===== src/rtl/sub_ctrl_pkg.sv =====
// Shared definitions for the bit-serial subtractor: FSM state encoding and
// the constants that tie the 1-bit cell to its controller.
package sub_ctrl_pkg;

  localparam logic [1:0] ST_IDLE  = 2'd0;
  localparam logic [1:0] ST_SHIFT = 2'd1;
  localparam logic [1:0] ST_DONE  = 2'd2;

  typedef enum logic [1:0] {
    IDLE  = ST_IDLE,
    SHIFT = ST_SHIFT,
    DONE  = ST_DONE
  } state_t;

  // Borrow-in of the first (LSB) cell evaluation of every operation.
  localparam logic BORROW_INIT = 1'b0;

endpackage


===== src/rtl/subtractor_bit_cell.sv =====
// Combinational 1-bit full subtractor built from two half subtractors and an
// OR of their borrows.
module subtractor_bit_cell (
  input  logic a,
  input  logic b,
  input  logic bin,
  output logic d,
  output logic bout
);

  logic d1;
  logic b1;
  logic b2;

  // first half subtractor: a - b
  assign d1 = a ^ b;
  assign b1 = ~a & b;

  // second half subtractor: d1 - bin
  assign d  = d1 ^ bin;
  assign b2 = ~d1 & bin;

  assign bout = b1 | b2;

endmodule


===== src/rtl/serial_subtractor_ctrl.sv =====
// Bit-serial WIDTH-bit subtractor (a - b) with valid/ready on both sides.
// Optional signed-overflow flag enabled by defining SERIAL_SUB_OVF_EN.
module serial_subtractor_ctrl
  import sub_ctrl_pkg::*;
#(
  parameter int WIDTH = 8
) (
  input  logic             clk,
  input  logic             rst,
  input  logic             in_valid,
  output logic             in_ready,
  input  logic [WIDTH-1:0] a,
  input  logic [WIDTH-1:0] b,
  output logic             out_valid,
  input  logic             out_ready,
  output logic [WIDTH-1:0] diff,
  output logic             borrow_out,
  output logic             ovf
);

  localparam int CNT_W = $clog2(WIDTH + 1);
  localparam logic [CNT_W-1:0] CNT_LAST = CNT_W'(WIDTH - 1);

  state_t           state_q;
  state_t           state_d;
  logic [WIDTH-1:0] a_sr;
  logic [WIDTH-1:0] b_sr;
  logic [WIDTH-1:0] diff_sr;
  logic             bflop;
  logic [CNT_W-1:0] cnt;

  logic accept;
  logic shift_en;
  logic last;
  logic cell_d;
  logic cell_bout;

  subtractor_bit_cell u_cell (
    .a    (a_sr[0]),
    .b    (b_sr[0]),
    .bin  (bflop),
    .d    (cell_d),
    .bout (cell_bout)
  );

  always_comb begin
    state_d   = state_q;
    in_ready  = 1'b0;
    out_valid = 1'b0;
    accept    = 1'b0;
    shift_en  = 1'b0;
    last      = 1'b0;
    case (state_q)
      IDLE: begin
        in_ready = 1'b1;
        accept   = in_valid;
        if (in_valid) state_d = SHIFT;
      end
      SHIFT: begin
        shift_en = 1'b1;
        last     = (cnt == CNT_LAST);
        if (cnt == CNT_LAST) state_d = DONE;
      end
      DONE: begin
        out_valid = 1'b1;
        if (out_ready) state_d = IDLE;
      end
      default: state_d = IDLE;
    endcase
  end

  // Result enters at the MSB and walks down, so after WIDTH shifts bit i is in place.
  always_ff @(posedge clk) begin
    if (rst) begin
      state_q <= IDLE;
      a_sr    <= '0;
      b_sr    <= '0;
      diff_sr <= '0;
      bflop   <= 1'b0;
      cnt     <= '0;
    end else begin
      state_q <= state_d;
      if (accept) begin
        a_sr  <= a;
        b_sr  <= b;
        bflop <= BORROW_INIT;
        cnt   <= '0;
      end else if (shift_en) begin
        a_sr    <= a_sr >> 1;
        b_sr    <= b_sr >> 1;
        diff_sr <= (diff_sr >> 1) | (WIDTH'(cell_d) << (WIDTH - 1));
        bflop   <= cell_bout;
        cnt     <= cnt + 1'b1;
      end
    end
  end

  assign diff       = diff_sr;
  assign borrow_out = bflop;

`ifdef SERIAL_SUB_OVF_EN
  logic a_msb;
  logic b_msb;
  logic ovf_q;

  // On the last shift cell_d is the result MSB about to land in diff_sr.
  always_ff @(posedge clk) begin
    if (rst) begin
      a_msb <= 1'b0;
      b_msb <= 1'b0;
      ovf_q <= 1'b0;
    end else begin
      if (accept) begin
        a_msb <= a[WIDTH-1];
        b_msb <= b[WIDTH-1];
      end
      if (last) ovf_q <= (a_msb != b_msb) && (cell_d != a_msb);
    end
  end

  assign ovf = ovf_q;
`else
  assign ovf = 1'b0;
`endif

endmodule


===== config.mk =====
export PLATFORM = sky130hd
export DESIGN_NAME = serial_subtractor_ctrl
export DESIGN_NICKNAME = d
export VERILOG_FILES = /design/src/rtl/sub_ctrl_pkg.sv /design/src/rtl/subtractor_bit_cell.sv /design/src/rtl/serial_subtractor_ctrl.sv
export SDC_FILE = /design/constraint.sdc
export NUM_CORES = 1
export LEC_CHECK = 0
export CAP_MARGIN = 25
export CORE_MARGIN = 2
export CORE_UTILIZATION = 53
export CTS_BUF_LIST = sky130_fd_sc_hd__clkbuf_8
export CTS_CLUSTER_DIAMETER = 50
export DETAILED_ROUTE_END_ITERATION = 10
export PLACE_DENSITY = 0.83
export SETUP_SLACK_MARGIN = 0.4
export SLEW_MARGIN = 20
export SYNTH_ARGS = -nofsm -noshare
export SYNTH_HDL_FRONTEND = slang
export SYNTH_SLANG_ARGS = --single-unit
export TNS_END_PERCENT = 10

===== constraint.sdc =====
create_clock -name clk -period 2.97 [get_ports clk]
set_input_delay 0.891 -clock clk [delete_from_list [all_inputs] [get_ports clk]]
set_output_delay 0.891 -clock clk [all_outputs]
set_load 0.1 [all_outputs]

==> results of run 1 <==
==> synthesized netlist by cell type, types with 2 or more instances <==
master / count / share of area, %
a21oi_1: 30 / 10
buf_2: 8 / 2.7
buf_4: 4 / 2.0
clkbuf_1: 3 / 0.75
dfxtp_1: 31 / 42
inv_1: 10 / 2.5
nand2_1: 20 / 5.0
nand2b_1: 8 / 3.4
nand3_1: 2 / 0.67
nor2_1: 17 / 4.3
nor2b_1: 6 / 2.5
nor3_1: 6 / 2.0
o221a_2: 9 / 6.8
o22a_1: 5 / 2.9
o22ai_1: 2 / 0.84
or3b_2: 4 / 2.3
==> final cells by class <==
cell class	instances	area, sq um
Clock buffer	5	68.8
Clock inverter	3	15.0
Fill cell	225	852
Inverter	10	37.5
Multi-Input combinational cell	125	754
Sequential cell	31	621
Tap cell	31	38.8
Timing Repair Buffer	35	323
==> final timing paths <==
| kind | startpoint | to |
|---|---|---|
| setup / recovery | state_q[0] | out_valid |
| setup reg to reg | state_q[0] | state_q[1] |
| hold reg to reg | diff[0] | diff[0] |
| hold / removal | diff[0] | diff[0] |
==> through the flow <==
stage / cells / area, sq um / power, mW / worst slack [ns] / hold WS, ns
floorplan: 181 / 1490 / 0.579 / 0.230 / 0.449
global placement: 232 / 1770 / 0.621 / 0.548 / 0.446
global route: 240 / 1860 / 0.974 / 0.644 / 0.486
detailed placement: 232 / 1770 / 0.628 / 0.505 / 0.450
finish: 240 / 1860 / 0.931 / 0.759 / 0.455
CTS: 240 / 1860 / 0.939 / 0.761 / 0.458
==> kinds of logic (layout without fill, tap and decap cells) <==
| family | after synthesis | in the layout |
|---|---|---|
| fa+ha+maj | 2 | 2 |
| flops | 31 | 31 |
| simple gates | 69 | 69 |
| mux | 1 | 1 |
| other cells | 1 | 1 |
| compound gates | 52 | 52 |
| buf+inv | 25 | 53 |
==> per-layer routing <==
layer / wire, microns / track usage, % / vias to the layer above
met1: 1390 / 26.3 / 642
li1: - / - / 674
met2: 1750 / 37.6 / 28
met4: 49 / 9.97 / 0
met5: 0 / 0 / -
met3: 163 / 7.94 / 5
==> sequential cells by signal, indices dropped and copies added (netlist names) <==
signal      flops
borrow_out      1
b_sr            8
a_sr            8
diff            8
cnt             4
state_q         2
==> cell usage in the layout, fill, tap and decap left out, types with 2 or more instances in the layout <==
cell             Yosys  layout
o221a_2              9       9
nand2b_1             8       8
nor2_1              17      16
clkbuf_8             0       5
clkdlybuf4s50_1      0      19
nor3_1               6       6
a21oi_1             30      30
buf_4                4      15
clkinv_2             0       3
o22a_1               5       5
nor2b_1              6       6
o22ai_1              2       2
nand3_1              2       2
nand2_1             20      20
dfxtp_1             31      31
or3b_2               4       4
inv_1               10      10
==> critical path, cell delays in order, from the launching register on <==
cell and delay [ns]:
dfxtp_1 0.65, nor2b_1 0.18, buf_12 0.21
==> report_power, final <==
group	switching [mW]	internal (mW)	total (mW)
Combinational	0.0863	0.0730	0.159
Sequential	0.0201	0.440	0.460
Clock	0.152	0.160	0.311
==> out/metrics.csv, run 1 <==
stage,metric,value,unit
cts,hold_buffers,0,
logic_synthesis,synthFlopType,dfxtp_1,
detailed_routing,wire_per_inst,14.0,microns
cells_and_area,nNetsFinal,230,
worst_setup_path,worst_setup_path_end_kind,primary output,
cells_and_area,final_layout_size_suffix_gt1_share,19.6,%
logic_synthesis,synth-compound-area-share,23.9,%
worst_setup_path,crit_required,2.08,ns
cts,clkSlewWorstSetupHoldPaths,0.06,ns
logic_synthesis,synth-simple-area-share,23.4,%
power_and_ir_drop,pwr_density_cell,501,nW/um^2
cells_and_area,utilization,68.6,%
timing,slew_violations,0,
logic_synthesis,synth_mux_area_share,0.671,%
logic_synthesis,synth_area,1490,sq um
die,io_pins,32,
timing,setup_tns,0,ns
worst_setup_path,path_class,flop to primary output,
timing,rsz0062_at_grt,no,
detailed_routing,routed_wl,3.35,mm
cts,cts-root-buf,clkbuf_8,
timing,hold_viol_final,0,
placed_design,globalplace.congestion,0.752,
global_routing,antenna_found_initial,0,
job,drv_cap,0,
die,dieArea,3250,sq um
status,outcome,finished clean,
worst_setup_path,setup.worst_path.start_class,flop,
global_routing,grt_overflow,0,
timing,max_freq,452,MHz
timing,min_period,2.21,ns
die,rows,19,
logic_synthesis,ys_ff_latch,31,
worst_hold_path,hp-class,flop to flop,
global_routing,grt_max_degree,29,
worst_setup_path,rr_worst_depth,4,
timing,tightest_slew,0.706,ns
cells_and_area,num_antenna_cells,0,
logic_synthesis,ys_async_sr_fraction,0,%
cts,cts_sinks,31,
detailed_routing,viasPerCell,5.62,
logic_synthesis,synth-edff-count,0,
worst_setup_path,r2r_slack,0.99,ns
die,coreArea,2710,sq um
logic_synthesis,synth_top_family_by_area,compound AO/OA/AOI/OAI gates,
logic_synthesis,synth_fp_nets,203,
power_and_ir_drop,p_leak,0.738,nW
detailed_routing,vias,1349,
logic_synthesis,ys_types,32,
die,dieWidth,57.0,microns
cts,clockBufferDepth,2,
logic_synthesis,netlist_instances,181,
global_routing,gr-usage-all-layers,22.6,%
worst_setup_path,path_max_fanout,17,
cts,cts_tree,built,
detailed_routing,ant_nets,0,
cts,htree_levels,2,
cts,cts-buffers-inserted,5,
global_routing,grt_pass1_vias,1356,
logic_synthesis,synth_xor_area_share,0,%
logic_synthesis,synth.avg_cell_area,8.24,sq um
detailed_routing,drt_pass1_iterations,5,
cts,clk_latency,0.28,ns
die,start_util,55.0,%
global_routing,grt_pass1_wl,5.76,mm
worst_hold_path,worst_hold_path.num_cells,2,
cells_and_area,areaGrowthSynthToFinish,24.6,%
timing,worst_clock_skew,0.00516,ns
timing,setup_viol,0,
logic_synthesis,ys_seq_area_share,41.6,%
detailed_routing,drc_errors,0,
placed_design,dpl.hpwl,2.34,mm
logic_synthesis,yosys_warnings,0,
detailed_routing,drtIter0Drc,48,
timing,final.period_utilization,74.4,%
placed_design,portBuffers,30,
cts,post_cts_buffers,0,
worst_setup_path,cp.arrival,1.32,ns
power_and_ir_drop,ir_worst_vdd,0.000442,V
timing,slew_headroom,52.8,%
logic_synthesis,synthAdderAreaFrac,2.18,%
cts,ctsResizeCount,0,
die,die_h,57.0,microns
No activity file was read; power rests on OpenSTA's default activity.
==> inputs of run 2 (changes only) <==
CORE_UTILIZATION = 47   (was 53)
PLACE_DENSITY = 0.78   (was 0.83)
clock period = 1.8 ns   (was 2.97 ns; I/O delays follow)
==> run 2 against run 1 <==
- hold slack gained 0.038 ns
- final cell count grew 10%
- worst setup slack lost 0.51 ns
- non-clock buffer count grew 11
- core utilization grew 3.2 points
==> out/metrics.csv, run 2 (synthesis gave the netlist of run 1 again) <==
stage,metric,value,unit,change
cts,clkSlewWorstSetupHoldPaths,0.06,ns,about the same
cts,cts_sinks,31,,unchanged
worst_setup_path,max_stage_delay,0.36,ns,was 0.65 ns
worst_setup_path,cp.depth,2,,unchanged
power_and_ir_drop,pwr_density_cell,818,nW/um^2,was 501 nW/um^2
cells_and_area,nNetsFinal,241,,was 230
timing,slew_violations,0,,unchanged
worst_setup_path,rr_worst_depth,5,,was 4
worst_setup_path,path_class,flop to primary output,,unchanged
worst_setup_path,critPathTopFamily,flip-flops,,unchanged
timing,setup_tns,0,ns,unchanged
detailed_routing,drc_errors,0,,unchanged
worst_hold_path,hp-class,flop to flop,,unchanged
placed_design,globalplace.congestion,0.741,,was 0.752
die,dieWidth,60.3,microns,was 57.0 microns
global_routing,grt_pass1_vias,1333,,was 1356
cells_and_area,final_cells,264,,was 240
timing,min_period,1.55,ns,
detailed_routing,vias,1381,,was 1349
detailed_routing,viasPerCell,5.23,,was 5.62
worst_setup_path,setup.worst_path.start_class,flop,,unchanged
die,coreArea,3030,sq um,was 2710 sq um
worst_setup_path,crit_required,1.26,ns,was 2.08 ns
detailed_routing,routed_wl,3.72,mm,was 3.35 mm
cts,cts-root-buf,clkbuf_8,,unchanged
worst_setup_path,slowest_stage,dfxtp_4,,was dfxtp_1
worst_setup_path,worst-path-buf-inv,1,,unchanged
die,start_util,49.3,%,was 55.0%
detailed_routing,drt_pass1_iterations,4,,was 5
cts,hold_buffers,0,,unchanged
die,io_pins,32,,unchanged
worst_setup_path,crit_path_cell_trace,nor2b_4 -> buf_12,,was nor2b_1 -> buf_12
detailed_routing,ant_nets,0,,unchanged
global_routing,grt_overflow,0,,unchanged
worst_setup_path,worst_setup_path_end_kind,primary output,,unchanged
placed_design,portBuffers,30,,unchanged
timing,final.period_utilization,86.0,%,
global_routing,grt_max_degree,19,,was 29
cts,cts_tree,built,,unchanged
die,dieArea,3640,sq um,was 3250 sq um
die,rows,20,,was 19
global_routing,gr-usage-all-layers,21.9,%,was 22.6%
cells_and_area,num_antenna_cells,0,,unchanged
detailed_routing,wire_per_inst,14.1,microns,was 14.0 microns
cts,cts-buffers-inserted,5,,unchanged
detailed_routing,drtIter0Drc,67,,was 48
worst_setup_path,cp.arrival,1.01,ns,was 1.32 ns
worst_hold_path,worst_hold_path.num_cells,2,,unchanged
cells_and_area,areaGrowthSynthToFinish,45.6,%,was 24.6%
cells_and_area,layout_common_cells,"a21oi_1 (29), dfxtp_1 (28), nand2_1 (20)",,"was dfxtp_1 (31), a21oi_1 (30), nand2_1 (20)"
timing,rsz0062_at_grt,yes,,was no
status,outcome,finished clean,,unchanged
power_and_ir_drop,ir_worst_vdd,0.000590,V,was 0.000442 V
cells_and_area,utilization,71.7,%,was 68.6%
cells_and_area,final_common_cell,a21oi_1,,was dfxtp_1
power_and_ir_drop,p_total,1.78,mW,was 0.931 mW
cts,clk_latency,0.29,ns,was 0.28 ns
die,die_h,60.3,microns,was 57.0 microns
timing,hold_viol_final,0,,unchanged
timing,worst_clock_skew,0.00548,ns,was 0.00516 ns
cells_and_area,final_layout_size_suffix_gt1_share,26.8,%,was 19.6%
placed_design,dpl.hpwl,2.46,mm,was 2.34 mm
global_routing,grt_pass1_wl,5.87,mm,was 5.76 mm
timing,max_freq,646,MHz,
power_and_ir_drop,p_leak,0.850,nW,was 0.738 nW
placed_design,dp_cells,251,,was 232
global_routing,antenna_found_initial,0,,unchanged
cts,htree_levels,2,,unchanged
cts,clockBufferDepth,2,,unchanged
job,drv_cap,0,,unchanged
timing,setup_viol,0,,unchanged
worst_setup_path,path_max_fanout,3,,was 17
-- run 2: cell types whose count changed in the layout (fill, tap and decap cells not counted), moves of 2 or more --
cell      delta
buf_6        +2
clkinv_2     -2
dfxtp_1      -3
buf_4        -3
buf_12      +11
nand2b_4     +2
dfxtp_4      +2
nand2b_1     -2
-- run 2: path summary, 6_finish.rpt --
check             startpoint         to  slack, ns
hold / removal       a_sr[6]    a_sr[6]       0.49
setup / recovery  state_q[1]  out_valid       0.25
setup reg to reg  state_q[1]     cnt[3]       0.41
hold reg to reg      a_sr[6]    a_sr[6]       0.49
-- run 2: worst min-delay path: cells and delay by family (launching register included) --
family	cells	cell delay, ns
DFF	1	0.31
and+or+nand+nor	2	0.15
-- run 2: layout make-up --
| type | count | area [sq um] |
|---|---|---|
| Clock buffer | 6 | 82.6 |
| Clock inverter | 2 | 35.0 |
| Timing Repair Buffer | 46 | 547 |
| Tap cell | 44 | 55.1 |
| Inverter | 10 | 37.5 |
| Fill cell | 235 | 856 |
| Multi-Input combinational cell | 125 | 786 |
| Sequential cell | 31 | 629 |
-- run 2: routing by layer --
layer  wire [microns]  vias to the layer above  GRT usage [%]
met2             2020                       19           38.5
met1             1490                      656           25.0
met4               65                        0           7.94
li1                 -                      701              -
met5                0                        -              0
met3              146                        5           6.61
-- run 2: power breakdown --
group / leakage [nW] / internal (mW) / total (mW) / switching [mW]
clock: 0.0612 / 0.447 / 0.711 / 0.264
sequential: 0.256 / 0.724 / 0.756 / 0.0318
combinational: 0.532 / 0.151 / 0.311 / 0.159
-- run 2: stage by stage --
step / hold WS [ns] / instance area (sq um) / worst slack, ns
after detailed placement: 0.482 / 1990 / -0.188
after floorplan: 0.449 / 1540 / 0.0990
after global placement: 0.464 / 1990 / -0.126
after CTS: 0.493 / 2140 / 0.243
final: 0.494 / 2170 / 0.251
after global routing: 0.504 / 2170 / 0.229
-- run 2: repair_timing --
item                                    4_1_cts  5_1_grt
endpoints found under the setup margin       34       33
gates resized for setup                       6        5
gates cloned                                  0        1
setup buffers                                 3        1
pin swaps                                     2        0
==> inputs of run 3 (changes only) <==
CAP_MARGIN = unset   (was 25)
CORE_ASPECT_RATIO = 1.4   (was unset)
==> run 3 against run 2 <==
- global-route usage increased by 1.5 points
- combinational power down 2%
- worst setup slack improved by 0.0082 ns
- register-to-register slack barely moved
- cell area decreased by 3.3%
- hold slack worse by 0.0071 ns
- clock power is 29% lower
- core utilization shrank 3.1 points
- sequential cell count is the same
- first-iteration DRC count down 45%
- critical path type unchanged
==> out/metrics.csv, run 3 (synthesis gave the netlist of run 1 again) <==
stage,metric,value,unit,change
power_and_ir_drop,p_leak,0.828,nW,was 0.850 nW
die,coreArea,3060,sq um,was 3030 sq um
cts,clk_latency,0.28,ns,was 0.29 ns
cells_and_area,final_cells,256,,was 264
global_routing,grt_pass1_vias,1384,,was 1333
cts,cts_sinks,31,,unchanged
detailed_routing,ant_nets,0,,unchanged
die,rows,24,,was 20
cts,clockBufferDepth,2,,unchanged
timing,max_freq,649,MHz,was 646 MHz
worst_setup_path,worst_setup_path_end_kind,primary output,,unchanged
cells_and_area,nNetsFinal,238,,was 241
cells_and_area,final_area,2100,sq um,was 2170 sq um
cts,cts_tree,built,,unchanged
cells_and_area,utilization,68.6,%,was 71.7%
power_and_ir_drop,ir_worst_vdd,0.000599,V,was 0.000590 V
detailed_routing,drc_errors,0,,unchanged
worst_setup_path,crit_required,1.26,ns,about the same
timing,hold_ws,0.487,ns,was 0.494 ns
placed_design,dpl.hpwl,2.60,mm,was 2.46 mm
global_routing,grt_pass1_wl,6.44,mm,was 5.87 mm
worst_setup_path,cp.arrival,1.00,ns,was 1.01 ns
global_routing,grt_overflow,0,,unchanged
job,drv_cap,0,,unchanged
worst_setup_path,path_max_fanout,3,,unchanged
die,die_h,70.7,microns,was 60.3 microns
worst_setup_path,critPathTopFamily,flip-flops,,unchanged
cells_and_area,num_antenna_cells,0,,unchanged
die,io_pins,32,,unchanged
cells_and_area,final_layout_size_suffix_gt1_share,24.9,%,was 26.8%
cells_and_area,layout_common_cells,"a21oi_1 (28), dfxtp_1 (28), nand2_1 (20)",,"was a21oi_1 (29), dfxtp_1 (28), nand2_1 (20)"
power_and_ir_drop,pwr_density_cell,746,nW/um^2,was 818 nW/um^2
timing,finalWorstSetupSlack,0.260,ns,was 0.251 ns
worst_setup_path,setup.worst_path.start_class,flop,,unchanged
worst_setup_path,path_class,flop to primary output,,unchanged
placed_design,globalplace.congestion,0.685,,was 0.741
die,dieWidth,51.6,microns,was 60.3 microns
worst_hold_path,hp-class,flop to flop,,unchanged
power_and_ir_drop,p_total,1.57,mW,was 1.78 mW
timing,setup_tns,0,ns,unchanged
placed_design,dp_cells,245,,was 251
worst_setup_path,crit_path_cell_trace,nor2b_4 -> buf_12,,unchanged
worst_setup_path,slowest_stage,dfxtp_4,,unchanged
detailed_routing,drtIter0Drc,37,,was 67
worst_setup_path,worst-path-buf-inv,1,,unchanged
cts,cts-buffers-inserted,5,,unchanged
timing,final.period_utilization,85.6,%,was 86.0%
timing,min_period,1.54,ns,was 1.55 ns
cells_and_area,multi_input_area,787,sq um,was 786 sq um
die,start_util,48.7,%,was 49.3%
global_routing,grt_max_degree,30,,was 19
placed_design,placed_area,1970,sq um,was 1990 sq um
detailed_routing,wire_per_inst,14.2,microns,was 14.1 microns
detailed_routing,routed_wl,3.63,mm,was 3.72 mm
cts,cts-root-buf,clkbuf_8,,unchanged
timing,setup_viol,0,,unchanged
timing,slew_violations,0,,unchanged
timing,hold_viol_final,0,,unchanged
worst_setup_path,max_stage_delay,0.37,ns,was 0.36 ns
cells_and_area,areaGrowthSynthToFinish,40.9,%,was 45.6%
die,dieArea,3650,sq um,was 3640 sq um
timing,rsz0062_at_grt,yes,,unchanged
status,outcome,finished clean,,unchanged
timing,worst_clock_skew,0.00298,ns,was 0.00548 ns
detailed_routing,viasPerCell,5.29,,was 5.23
global_routing,antenna_found_initial,0,,unchanged
cells_and_area,seq_area,627,sq um,was 629 sq um
cts,htree_levels,2,,unchanged
placed_design,portBuffers,30,,unchanged
placed_design,dpl_worst_slack,-0.178,ns,was -0.188 ns
detailed_routing,vias,1353,,was 1381
detailed_routing,drt_pass1_iterations,4,,unchanged
cells_and_area,nFillCells,257,,was 235
cts,clkSlewWorstSetupHoldPaths,0.06,ns,about the same
global_routing,gr-usage-all-layers,23.4,%,was 21.9%
[run 3: cell types whose count changed in the layout (fill, tap and decap cells not counted), moves of 2 or more]
cell	before	now
buf_6	2	0
inv_1	10	12
nand2b_1	6	8
nand2b_4	2	0
or3b_2	4	2
or3b_4	0	2
[run 3: repair_timing]
action	4_1_cts	5_1_grt
buffers inserted	2	1
pin swaps	1	0
setup endpoints to repair	39	35
hold buffers	0	0
resized for setup	7	3
[run 3: path summary, 6_finish.rpt]
kind         startpoint        end  slack (ns)  cells after the start
max          state_q[1]  out_valid        0.26                      2
min             a_sr[7]    a_sr[7]        0.49                      2
max reg2reg  state_q[0]    a_sr[5]        0.41                      4
min reg2reg     a_sr[7]    a_sr[7]        0.49                      2
[run 3: routing by layer]
metal | vias to the layer above | GRT usage, % | part of all wire (%)
met5 | - | 0 | 0
met4 | 0 | 10.5 | 2.3
met3 | 9 | 5.91 | 4.7
met2 | 31 | 39.5 | 52
met1 | 620 | 27.3 | 41
li1 | 693 | - | -
[run 3: layout make-up]
type	instances	share of cell area [%]
Tap cell	39	2.32
Clock inverter	3	0.596
Inverter	10	1.79
Sequential cell	31	29.8
Clock buffer	5	3.28
Timing Repair Buffer	43	24.7
Multi-Input combinational cell	125	37.5
[run 3: power by group]
group,leakage (nW),switching [mW],internal (mW)
combinational,0.522,0.157,0.148
clock,0.0505,0.248,0.259
sequential,0.256,0.0308,0.724
total,0.828,0.436,1.13
[run 3: tightest hold or removal path, stage by stage, from the launching register on]
cell and delay [ns]:
dfxtp_1 0.32, nand2_1 0.06, o22ai_1 0.06
